## src/rtl/mem_arbiter_pkg.sv

```systemverilog
// Shared types and constants for the two-port memory arbiter.
// Latency: n/a (declarations only).
// Backpressure: n/a (declarations only).
package mem_arb_pkg;

    // Transaction sequencer states; the encoding is visible to debug tools.
    typedef enum logic [1:0] {
        IDLE   = 2'd0,
        ACCESS = 2'd1,
        RESP   = 2'd2
    } state_t;

    // Main memory window: 1 MB starting at 0x80000000.
    localparam logic [31:0] MEM_BASE = 32'h8000_0000;
    localparam logic [31:0] MEM_MASK = 32'hFFF0_0000;

    // Requester identities; port 0 is instruction fetch, port 1 is load/store.
    localparam logic PORT0 = 1'b0;
    localparam logic PORT1 = 1'b1;

    // True when an address falls inside the main memory window.
    function automatic logic addr_in_mem(input logic [31:0] addr);
        return (addr & MEM_MASK) == MEM_BASE;
    endfunction

endpackage

```

## src/rtl/mem_arbiter_if.sv

```systemverilog
// One requester's request/response channel into the memory arbiter.
// Latency: n/a (wiring only).
// Backpressure: request uses valid/ready, response uses valid/ready.
interface mem_arbiter_if #(
    parameter int ADDR_W = 32,
    parameter int DATA_W = 32
);
    logic              req_valid;
    logic              req_ready;
    logic              rw;
    logic [ADDR_W-1:0] address;
    logic [DATA_W-1:0] write_data;
    logic              resp_valid;
    logic              resp_ready;
    logic [DATA_W-1:0] resp_data;
    logic              resp_err;

    // Requester side.
    modport master (
        output req_valid, rw, address, write_data, resp_ready,
        input  req_ready, resp_valid, resp_data, resp_err
    );

    // Arbiter side.
    modport slave (
        input  req_valid, rw, address, write_data, resp_ready,
        output req_ready, resp_valid, resp_data, resp_err
    );
endinterface

```

## src/rtl/mem_arbiter_rr_arb2.sv

```systemverilog
// Two-way round-robin picker with its own last-grant register.
// Latency: grant is combinational from i_valid; last-grant updates on the clock edge.
// Backpressure: none; i_update commits the current grant as the new last-grant.
module rr_arb2
    import mem_arb_pkg::*;
(
    input  logic       clk,
    input  logic       rst_n,
    input  logic [1:0] i_valid,
    input  logic       i_update,
    output logic [1:0] o_grant
);

    logic r_last;

    // Sole requester wins; on a tie the port that did not win last time wins.
    always_comb begin
        o_grant = 2'b00;
        case (i_valid)
            2'b01:   o_grant = 2'b01;
            2'b10:   o_grant = 2'b10;
            2'b11:   o_grant = (r_last == PORT0) ? 2'b10 : 2'b01;
            default: o_grant = 2'b00;
        endcase
    end

    // Remember who won; resets to port 1 so port 0 takes the first tie.
    always_ff @(posedge clk or negedge rst_n) begin
        if (!rst_n) begin
            r_last <= PORT1;
        end else if (i_update && (o_grant != 2'b00)) begin
            r_last <= o_grant[1];
        end
    end

endmodule

```

## src/rtl/mem_arbiter.sv

```systemverilog
// Round-robin arbiter/sequencer from two requesters onto a single-port memory (optional MEM_ARB_PERF_EN counters).
// Latency: accept at N, memory access at N+1, response valid from N+2; at least 3 cycles per transaction.
// Backpressure: one transaction in flight; no request accepted until the owning port takes its response.
module mem_arbiter
    import mem_arb_pkg::*;
#(
    parameter int          ADDR_W    = 32,
    parameter int          DATA_W    = 32,
    parameter logic [31:0] IDLE_ADDR = 32'h0000_0000
) (
    input  logic              clk,
    input  logic              rst_n,
    mem_arbiter_if.slave      r0,
    mem_arbiter_if.slave      r1,
    output logic              mem_rw,
    output logic [31:0]       mem_address,
    output logic [DATA_W-1:0] mem_write_data,
    input  logic [DATA_W-1:0] mem_read_data,
    input  logic              mem_selected,
    input  logic              mem_misaligned
`ifdef MEM_ARB_PERF_EN
    ,
    output logic [31:0]       perf_grant0,
    output logic [31:0]       perf_grant1,
    output logic [31:0]       perf_err
`endif
);

    state_t            r_state;
    state_t            w_next;

    logic              r_port;
    logic              r_rw;
    logic [ADDR_W-1:0] r_addr;
    logic [DATA_W-1:0] r_wdata;
    logic [DATA_W-1:0] r_resp_data;
    logic              r_resp_err;

    logic              w_idle;
    logic [1:0]        w_valid;
    logic [1:0]        w_grant;
    logic              w_accept;
    logic              w_err;
    logic              w_resp_rdy;
    logic              w_sel_rw;
    logic [ADDR_W-1:0] w_sel_addr;
    logic [DATA_W-1:0] w_sel_wdata;

    // Only offer requests to the picker while idle, so grants (and req_ready) are zero otherwise.
    assign w_idle   = (r_state == IDLE);
    assign w_valid  = w_idle ? {r1.req_valid, r0.req_valid} : 2'b00;
    assign w_accept = (w_grant != 2'b00);

    rr_arb2 u_rr (
        .clk      (clk),
        .rst_n    (rst_n),
        .i_valid  (w_valid),
        .i_update (w_accept),
        .o_grant  (w_grant)
    );

    // Request fields of whichever port is being granted.
    assign w_sel_rw    = w_grant[1] ? r1.rw         : r0.rw;
    assign w_sel_addr  = w_grant[1] ? r1.address    : r0.address;
    assign w_sel_wdata = w_grant[1] ? r1.write_data : r0.write_data;

    // A fault is any access the memory reports as misaligned or not decoded.
    assign w_err      = mem_misaligned | ~mem_selected;
    assign w_resp_rdy = (r_port == PORT1) ? r1.resp_ready : r0.resp_ready;

    // State register; reset aborts any transaction in flight.
    always_ff @(posedge clk or negedge rst_n) begin
        if (!rst_n) begin
            r_state <= IDLE;
        end else begin
            r_state <= w_next;
        end
    end

    // Next state and memory-side drive; memory sees a live address for the ACCESS cycle only.
    always_comb begin
        w_next         = r_state;
        mem_rw         = 1'b0;
        mem_address    = IDLE_ADDR;
        mem_write_data = '0;
        case (r_state)
            IDLE: begin
                if (w_accept) begin
                    w_next = ACCESS;
                end
            end
            ACCESS: begin
                mem_address    = 32'(r_addr);
                mem_write_data = r_wdata;
                // A faulting write never reaches the array.
                mem_rw         = r_rw & ~w_err;
                w_next         = RESP;
            end
            RESP: begin
                if (w_resp_rdy) begin
                    w_next = IDLE;
                end
            end
            default: begin
                w_next = IDLE;
            end
        endcase
    end

    // Latch the granted request on accept and capture the memory result during ACCESS.
    always_ff @(posedge clk or negedge rst_n) begin
        if (!rst_n) begin
            r_port      <= PORT0;
            r_rw        <= 1'b0;
            r_addr      <= '0;
            r_wdata     <= '0;
            r_resp_data <= '0;
            r_resp_err  <= 1'b0;
        end else begin
            if (w_accept) begin
                r_port  <= w_grant[1];
                r_rw    <= w_sel_rw;
                r_addr  <= w_sel_addr;
                r_wdata <= w_sel_wdata;
            end
            if (r_state == ACCESS) begin
                // Writes and faults return zero data so stale array contents never leak.
                r_resp_data <= (!r_rw && !w_err) ? mem_read_data : '0;
                r_resp_err  <= w_err;
            end
        end
    end

    // Requester-facing handshake; response payload is shared, valid goes to the owner only.
    assign r0.req_ready  = w_grant[0];
    assign r1.req_ready  = w_grant[1];
    assign r0.resp_valid = (r_state == RESP) && (r_port == PORT0);
    assign r1.resp_valid = (r_state == RESP) && (r_port == PORT1);
    assign r0.resp_data  = r_resp_data;
    assign r1.resp_data  = r_resp_data;
    assign r0.resp_err   = r_resp_err;
    assign r1.resp_err   = r_resp_err;

`ifdef MEM_ARB_PERF_EN
    // Free-running event counters; they wrap naturally at 2^32.
    always_ff @(posedge clk or negedge rst_n) begin
        if (!rst_n) begin
            perf_grant0 <= '0;
            perf_grant1 <= '0;
            perf_err    <= '0;
        end else begin
            if (w_grant[0]) begin
                perf_grant0 <= perf_grant0 + 32'd1;
            end
            if (w_grant[1]) begin
                perf_grant1 <= perf_grant1 + 32'd1;
            end
            if ((r_state == ACCESS) && w_err) begin
                perf_err <= perf_err + 32'd1;
            end
        end
    end
`endif

endmodule

```

## src/flat_wrapper.sv

```systemverilog
// flat-port wrapper written by rule: the top's interface ports become plain ports
module mem_arbiter_flat import mem_arb_pkg::*;
#(
    parameter int          ADDR_W    = 32,
    parameter int          DATA_W    = 32,
    parameter logic [31:0] IDLE_ADDR = 32'h0000_0000
)
  (clk, rst_n, mem_rw, mem_address, mem_write_data, mem_read_data, mem_selected, mem_misaligned, r0_req_valid, r0_rw, r0_address, r0_write_data, r0_resp_ready, r0_req_ready, r0_resp_valid, r0_resp_data, r0_resp_err, r1_req_valid, r1_rw, r1_address, r1_write_data, r1_resp_ready, r1_req_ready, r1_resp_valid, r1_resp_data, r1_resp_err);
  mem_arbiter_if #(.ADDR_W(ADDR_W), .DATA_W(DATA_W)) r0_i ();
  mem_arbiter_if #(.ADDR_W(ADDR_W), .DATA_W(DATA_W)) r1_i ();
  input  logic clk;
  input  logic rst_n;
  output logic mem_rw;
  output logic [31:0] mem_address;
  output logic [DATA_W-1:0] mem_write_data;
  input  logic [DATA_W-1:0] mem_read_data;
  input  logic mem_selected;
  input  logic mem_misaligned;
  input wire logic [$bits(r0_i.req_valid)-1:0] r0_req_valid;
  input wire logic [$bits(r0_i.rw)-1:0] r0_rw;
  input wire logic [$bits(r0_i.address)-1:0] r0_address;
  input wire logic [$bits(r0_i.write_data)-1:0] r0_write_data;
  input wire logic [$bits(r0_i.resp_ready)-1:0] r0_resp_ready;
  output wire logic [$bits(r0_i.req_ready)-1:0] r0_req_ready;
  output wire logic [$bits(r0_i.resp_valid)-1:0] r0_resp_valid;
  output wire logic [$bits(r0_i.resp_data)-1:0] r0_resp_data;
  output wire logic [$bits(r0_i.resp_err)-1:0] r0_resp_err;
  input wire logic [$bits(r1_i.req_valid)-1:0] r1_req_valid;
  input wire logic [$bits(r1_i.rw)-1:0] r1_rw;
  input wire logic [$bits(r1_i.address)-1:0] r1_address;
  input wire logic [$bits(r1_i.write_data)-1:0] r1_write_data;
  input wire logic [$bits(r1_i.resp_ready)-1:0] r1_resp_ready;
  output wire logic [$bits(r1_i.req_ready)-1:0] r1_req_ready;
  output wire logic [$bits(r1_i.resp_valid)-1:0] r1_resp_valid;
  output wire logic [$bits(r1_i.resp_data)-1:0] r1_resp_data;
  output wire logic [$bits(r1_i.resp_err)-1:0] r1_resp_err;
  assign r0_i.req_valid = r0_req_valid;
  assign r0_i.rw = r0_rw;
  assign r0_i.address = r0_address;
  assign r0_i.write_data = r0_write_data;
  assign r0_i.resp_ready = r0_resp_ready;
  assign r0_req_ready = r0_i.req_ready;
  assign r0_resp_valid = r0_i.resp_valid;
  assign r0_resp_data = r0_i.resp_data;
  assign r0_resp_err = r0_i.resp_err;
  assign r1_i.req_valid = r1_req_valid;
  assign r1_i.rw = r1_rw;
  assign r1_i.address = r1_address;
  assign r1_i.write_data = r1_write_data;
  assign r1_i.resp_ready = r1_resp_ready;
  assign r1_req_ready = r1_i.req_ready;
  assign r1_resp_valid = r1_i.resp_valid;
  assign r1_resp_data = r1_i.resp_data;
  assign r1_resp_err = r1_i.resp_err;
  mem_arbiter #(.ADDR_W(ADDR_W), .DATA_W(DATA_W), .IDLE_ADDR(IDLE_ADDR)) u_core (.clk(clk), .rst_n(rst_n), .r0(r0_i), .r1(r1_i), .mem_rw(mem_rw), .mem_address(mem_address), .mem_write_data(mem_write_data), .mem_read_data(mem_read_data), .mem_selected(mem_selected), .mem_misaligned(mem_misaligned));
endmodule
```

## config.mk

```make
export PLATFORM = sky130hd
export DESIGN_NAME = mem_arbiter_flat
export DESIGN_NICKNAME = d
export VERILOG_FILES = /design/src/rtl/mem_arbiter_pkg.sv /design/src/rtl/mem_arbiter_if.sv /design/src/rtl/mem_arbiter_rr_arb2.sv /design/src/rtl/mem_arbiter.sv /design/src/flat_wrapper.sv
export SDC_FILE = /design/constraint.sdc
export NUM_CORES = 1
export LEC_CHECK = 0
export ABC_AREA = 1
export CORE_AREA = 2 2 117 119
export CTS_BUF_LIST = sky130_fd_sc_hd__clkbuf_2 sky130_fd_sc_hd__clkbuf_4 sky130_fd_sc_hd__clkbuf_8
export DETAILED_ROUTE_END_ITERATION = 10
export DIE_AREA = 0 0 119 121
export DONT_BUFFER_PORTS = 1
export PLACE_DENSITY_LB_ADDON = 0.25
export SETUP_SLACK_MARGIN = 0.15
export SLEW_MARGIN = 25
export SYNTH_ARGS = -nofsm -noshare
export SYNTH_HDL_FRONTEND = slang
export SYNTH_SLANG_ARGS = --single-unit
```

## constraint.sdc

```tcl
create_clock -name clk -period 3.3 [get_ports clk]
set_input_delay 0.66 -clock clk [delete_from_list [all_inputs] [get_ports clk]]
set_output_delay 0.66 -clock clk [all_outputs]
set_load 0.05 [all_outputs]
```

### Word level (Yosys, flattened, before mapping)

Cells that the tools add are included.

* register bits: 102
* latch bits: 0
* bits in writable memories: 0
* ROM bits: 0
* bits of input ports: 170
* logic and storage cells: 42
* memories kept: 0

* $add $sub $neg: 0
* multiply operators: 0
* divide/modulo/power cells: 0
* magnitude comparators: 0
* equality and inequality tests: 7
* shift-type cells: 0
* muxes and demuxes: 14
* bitwise operators: 5
* reductions and logical operators: 8

Operators by type and width (count)
* two-way mux 32 bit: 5
* one-hot mux 2 bit (3 select lines): 2
* two-way mux 2 bit: 4
* == test 2 bit, second input constant: 3
* == test 2 x 1 -> 1 bit, second input constant: 2
* logical AND 1 bit: 3
* two-way mux 1 bit: 3
* inverter 1 bit: 3
* logical NOT 1 bit: 2
* logical NOT 2 bit: 1
* inequality test 2 x 1 -> 1 bit, second input constant: 1
* inequality test 2 bit, second input constant: 1
* AND reduction 2 bit: 1
* nonzero test 2 bit: 1
* bitwise AND 1 bit: 1
* OR 1 bit: 1

### Longest topological paths before layout

* depth after elaboration: 7
* depth in mapped cells: 7

### Modules after synthesis

From an unflattened synthesis, not the netlist that was laid out.

* cell total of the unflattened synthesis: 761
* area, all modules: 5362.6 sq um

Modules (own cells, without submodules)
* mem_arbiter: instances 1, cells each 753, area each 5301.3 sq um, seq. area each 2527.4 sq um
* rr_arb2: instances 1, cells each 8, area each 61.3 sq um, seq. area each 26.3 sq um

### Worst setup path after synthesis

Ideal clock, no wire load.

* path kind: flip-flop to output port
* from: reg u_core.r_state[1]
* to: out mem_rw
* arrival time: 1.858 ns
* path slack: 0.782 ns
* cell stages (with the launch flop): 5
* buffers on the path: 1
* cells stage by stage: dfrtp_1 > inv_1 > nand2_2 > buf_2 > nor3_1

* longest elaborated chain between the ends: 2

Ends and longest elaborated chain
* start, declared: line mem_arbiter.sv:29 `state_t r_state;`
* start signal, assigned: line mem_arbiter.sv:76 `r_state <= w_next;`
* == test 2 x 1 -> 1 bit: line mem_arbiter.sv:86 `case (r_state)`
* two-way mux 1 bit: line mem_arbiter.sv:86
* end, declared: line flat_wrapper.sv:13 `output logic mem_rw;`

No other way between the ends.

### Worst setup path after layout

* from: reg u_core.r_state[1]
* to: out mem_write_data[31]

* longest elaborated chain between the ends: 2

Ends and longest elaborated chain
* == test 2 x 1 -> 1 bit: line mem_arbiter.sv:86
* two-way mux 32 bit: line mem_arbiter.sv:86
* end, declared: line flat_wrapper.sv:15 `output logic [DATA_W-1:0] mem_write_data;`

No other way between the ends.

==> flow_summary.yaml <==
sta:
  fin_setup_tns_ps: 0
  max-slew-margin-rel_pct: 31.1
  period_share_pct: 78.6
  worstMarginPinSlew_ps: 1030
  hold_ws_ps: 120
  setup_viol: 0
  hold_violations: 0
  finalCriticalPeriod_ps: 2590
  rsz0062_at_grt: "false"
  finalClockSkew_ps: 19.4
  layout_setup_ws_ps: 706
  fmax_mhz: 386
  finalMaxSlewViolations: 0
routing:
  wl_met1_mm: 6.86
  top_layer_used: "met4"
  wl_per_cell_um: 14.3
  vias_per_cell: 4.93
  route.vias.total: 5329
  dr.pass1.iters: 5
  met2_wirelength_mm: 7.43
  ant_nets: 0
  drtIter0Drc: 288
  met3_length_um: 831
  postRouteWirelength_mm: 15.4
  drcViolationCount: 0
pwr:
  ir_drop_v: 0.000777
  netSwitchingPower_mw: 4.50
  comb_power_share_pct: 46.5
  power_density_nw_per_um2: 1150
  swShare_pct: 59.4
  pwr-share-seq_pct: 43.8
  p_clk_share_pct: 9.8
  p_int_mw: 3.08
  p_leak_nw: 4.05
final_layout:
  fin_cells: 1080
  drive_above_1_share_pct: 11.3
  final_cell_mix: "nand2_1 (264), inv_1 (201), dfrtp_1 (101)"
  antennaDiodeCount: 0
  final_nets: 1069
  final_common_cell: "nand2_1"
  area_delta_synth_final_pct: 8.30
  finalInstanceArea_um2: 6560
setup_path:
  cp.arrival_ps: 1930
  end_kind: "output pin"
  cp_max_fo: 69
  rr_startpoint: "u_core.r_state[1]$_DFFE_PN0P_"
  start_kind: "flop"
  required_ps: 2640
  criticalPathCategory: "flop to output pin"
  critPathLaunch: "u_core.r_state[1]$_DFFE_PN0P_"
yosys:
  yosysWarnings: 0
  avgSynthCellArea_um2: 6.72
  syn_inst: 901
  synth.top_cell.area_share_pct: 41.7
  syn_nets: 1071
  synth_area_um2: 6060
  synth_cell_types: 20
  synth_top_area_cell: "dfrtp_1"
  seq_area_frac_synth_pct: 42.2
  synth-seq-cells: 102
  synth.top_cells.by_area: "dfrtp_1 (42%), nand2_1 (16%), inv_1 (12%)"
floorplanning:
  chipHeight_um: 121
  core_area_um2: 13100
  ios: 305
  dieArea_um2: 14400
  start_util_pct: 46.3
  dieWidth_um: 119
  rows: 42
grt:
  antenna_found_initial: 0
  grt_usage_pct: 21.5
  grt.overflow.total: 0
  grt_max_degree: 102
  first_global_vias: 4865
  grt_pass1_wl_mm: 24.8
placement:
  portBuffers: 0
  dp.cells: 1063
  placed_cell_area_um2: 6350
  pre_cts_ws_ps: 1090
  gp_congestion: 0.776
  hpwlAfterDp_mm: 10.6
cts:
  clock-sinks: 102
  clk_pin_slew_ps: 100
  post_cts_resized: 0
  insertion_delay_ps: 370
  max-clock-path-buffers: 2
  clockRootBuffer: "clkbuf_8"
  htree_levels: 3
  cts_tree: "yes"
  cts_buffers: 9
hold_path:
  hold_class: "input port to asynchronous set/reset pin"
status:
  outcome: "finished clean"
flow_run:
  maxCapViolCount: 0
## critical path, cell delays in order, from the launching register on
cell,delay (ps)
dfrtp_1,420
inv_1,130
nand2_4,420
nor2_1,330
buf_4,250
## cell families after synthesis
family | synth area share (%)
buf+inv | 21.3
compound gates | 0.475
flops | 42.2
simple gates | 36.1
## worst paths after layout
check | end | slack (ps) | depth (start not counted)
setup / recovery | mem_write_data[31] | 710 | 4
hold / removal | u_core.u_rr.r_last$_DFFE_PN1P_ | 120 | 0
setup reg to reg | u_core.r0.resp_data[14]$_DFFE_PN0N_ | 1070 | 7
hold reg to reg | u_core.r_wdata[13]$_DFFE_PN0P_ | 490 | 2
max in group asynchronous | u_core.r_wdata[31]$_DFFE_PN0P_ | 2680 | 1
min in group clk | u_core.r0.resp_data[18]$_DFFE_PN0N_ | 410 | 2
## routing by layer
metal / track usage [%] / vias to the layer above
met4: 8.93 / 0
met1: 28.1 / 2418
met5: 0 / -
li1: - / 2662
met2: 35.0 / 225
met3: 4.04 / 24
## flip-flops by register name (all words and copies together) (netlist names)
signal	count
u_core.r_wdata	32
u_core.r_port	1
u_core.r_rw	1
u_core.r0.resp_err	1
u_core.r_state	2
u_core.r0.resp_data	32
u_core.u_rr.r_last	1
u_core.r_addr	32
## power groups by stage
stage | clock [mW] | sequential, mW | combinational (mW)
after CTS | 0.786 | 3.32 | 3.56
final | 0.739 | 3.31 | 3.52
after detailed placement | 0 | 3.34 | 3.53
after floorplan | 0 | 2.68 | 3.52
after global placement | 0 | 3.33 | 3.51
after global routing | 0.829 | 3.40 | 3.90
## what timing repair did
| action | in CTS | in global routing |
|---|---|---|
| hold buffers | 1 | 0 |
| setup buffers | 0 | 0 |
| hold endpoints to repair | 101 | 0 |
## stage by stage
stage                     utilization, %  power, mW
after global routing                50.1       8.12
after global placement              48.5       6.83
after CTS                           50.1       7.67
final                               50.1       7.57
after detailed placement            48.5       6.86
after floorplan                        -       6.20
## synth_stat cells
cell        n
nand2_1   265
inv_1     201
dfrtp_1   101
nand3_1    98
nor2_1     68
nand4_1    65
buf_4      41
buf_2      28
clkbuf_1   14
buf_1       8
a21oi_1     2
o21ai_0     2
dfstp_2     1
inv_2       1
nand2_2     1
nand3_2     1
nor2_2      1
nor2_4      1
nor3_1      1
o21ai_2     1
## cell type report
type	count	area, µm²
Fill cell	1356	6530
Sequential cell	102	2550
Multi-Input combinational cell	506	2230
Inverter	202	758
Timing Repair Buffer	78	618
Tap cell	176	220
Clock buffer	9	124
Clock inverter	7	56.3
Power figures use the tool's default switching activity.
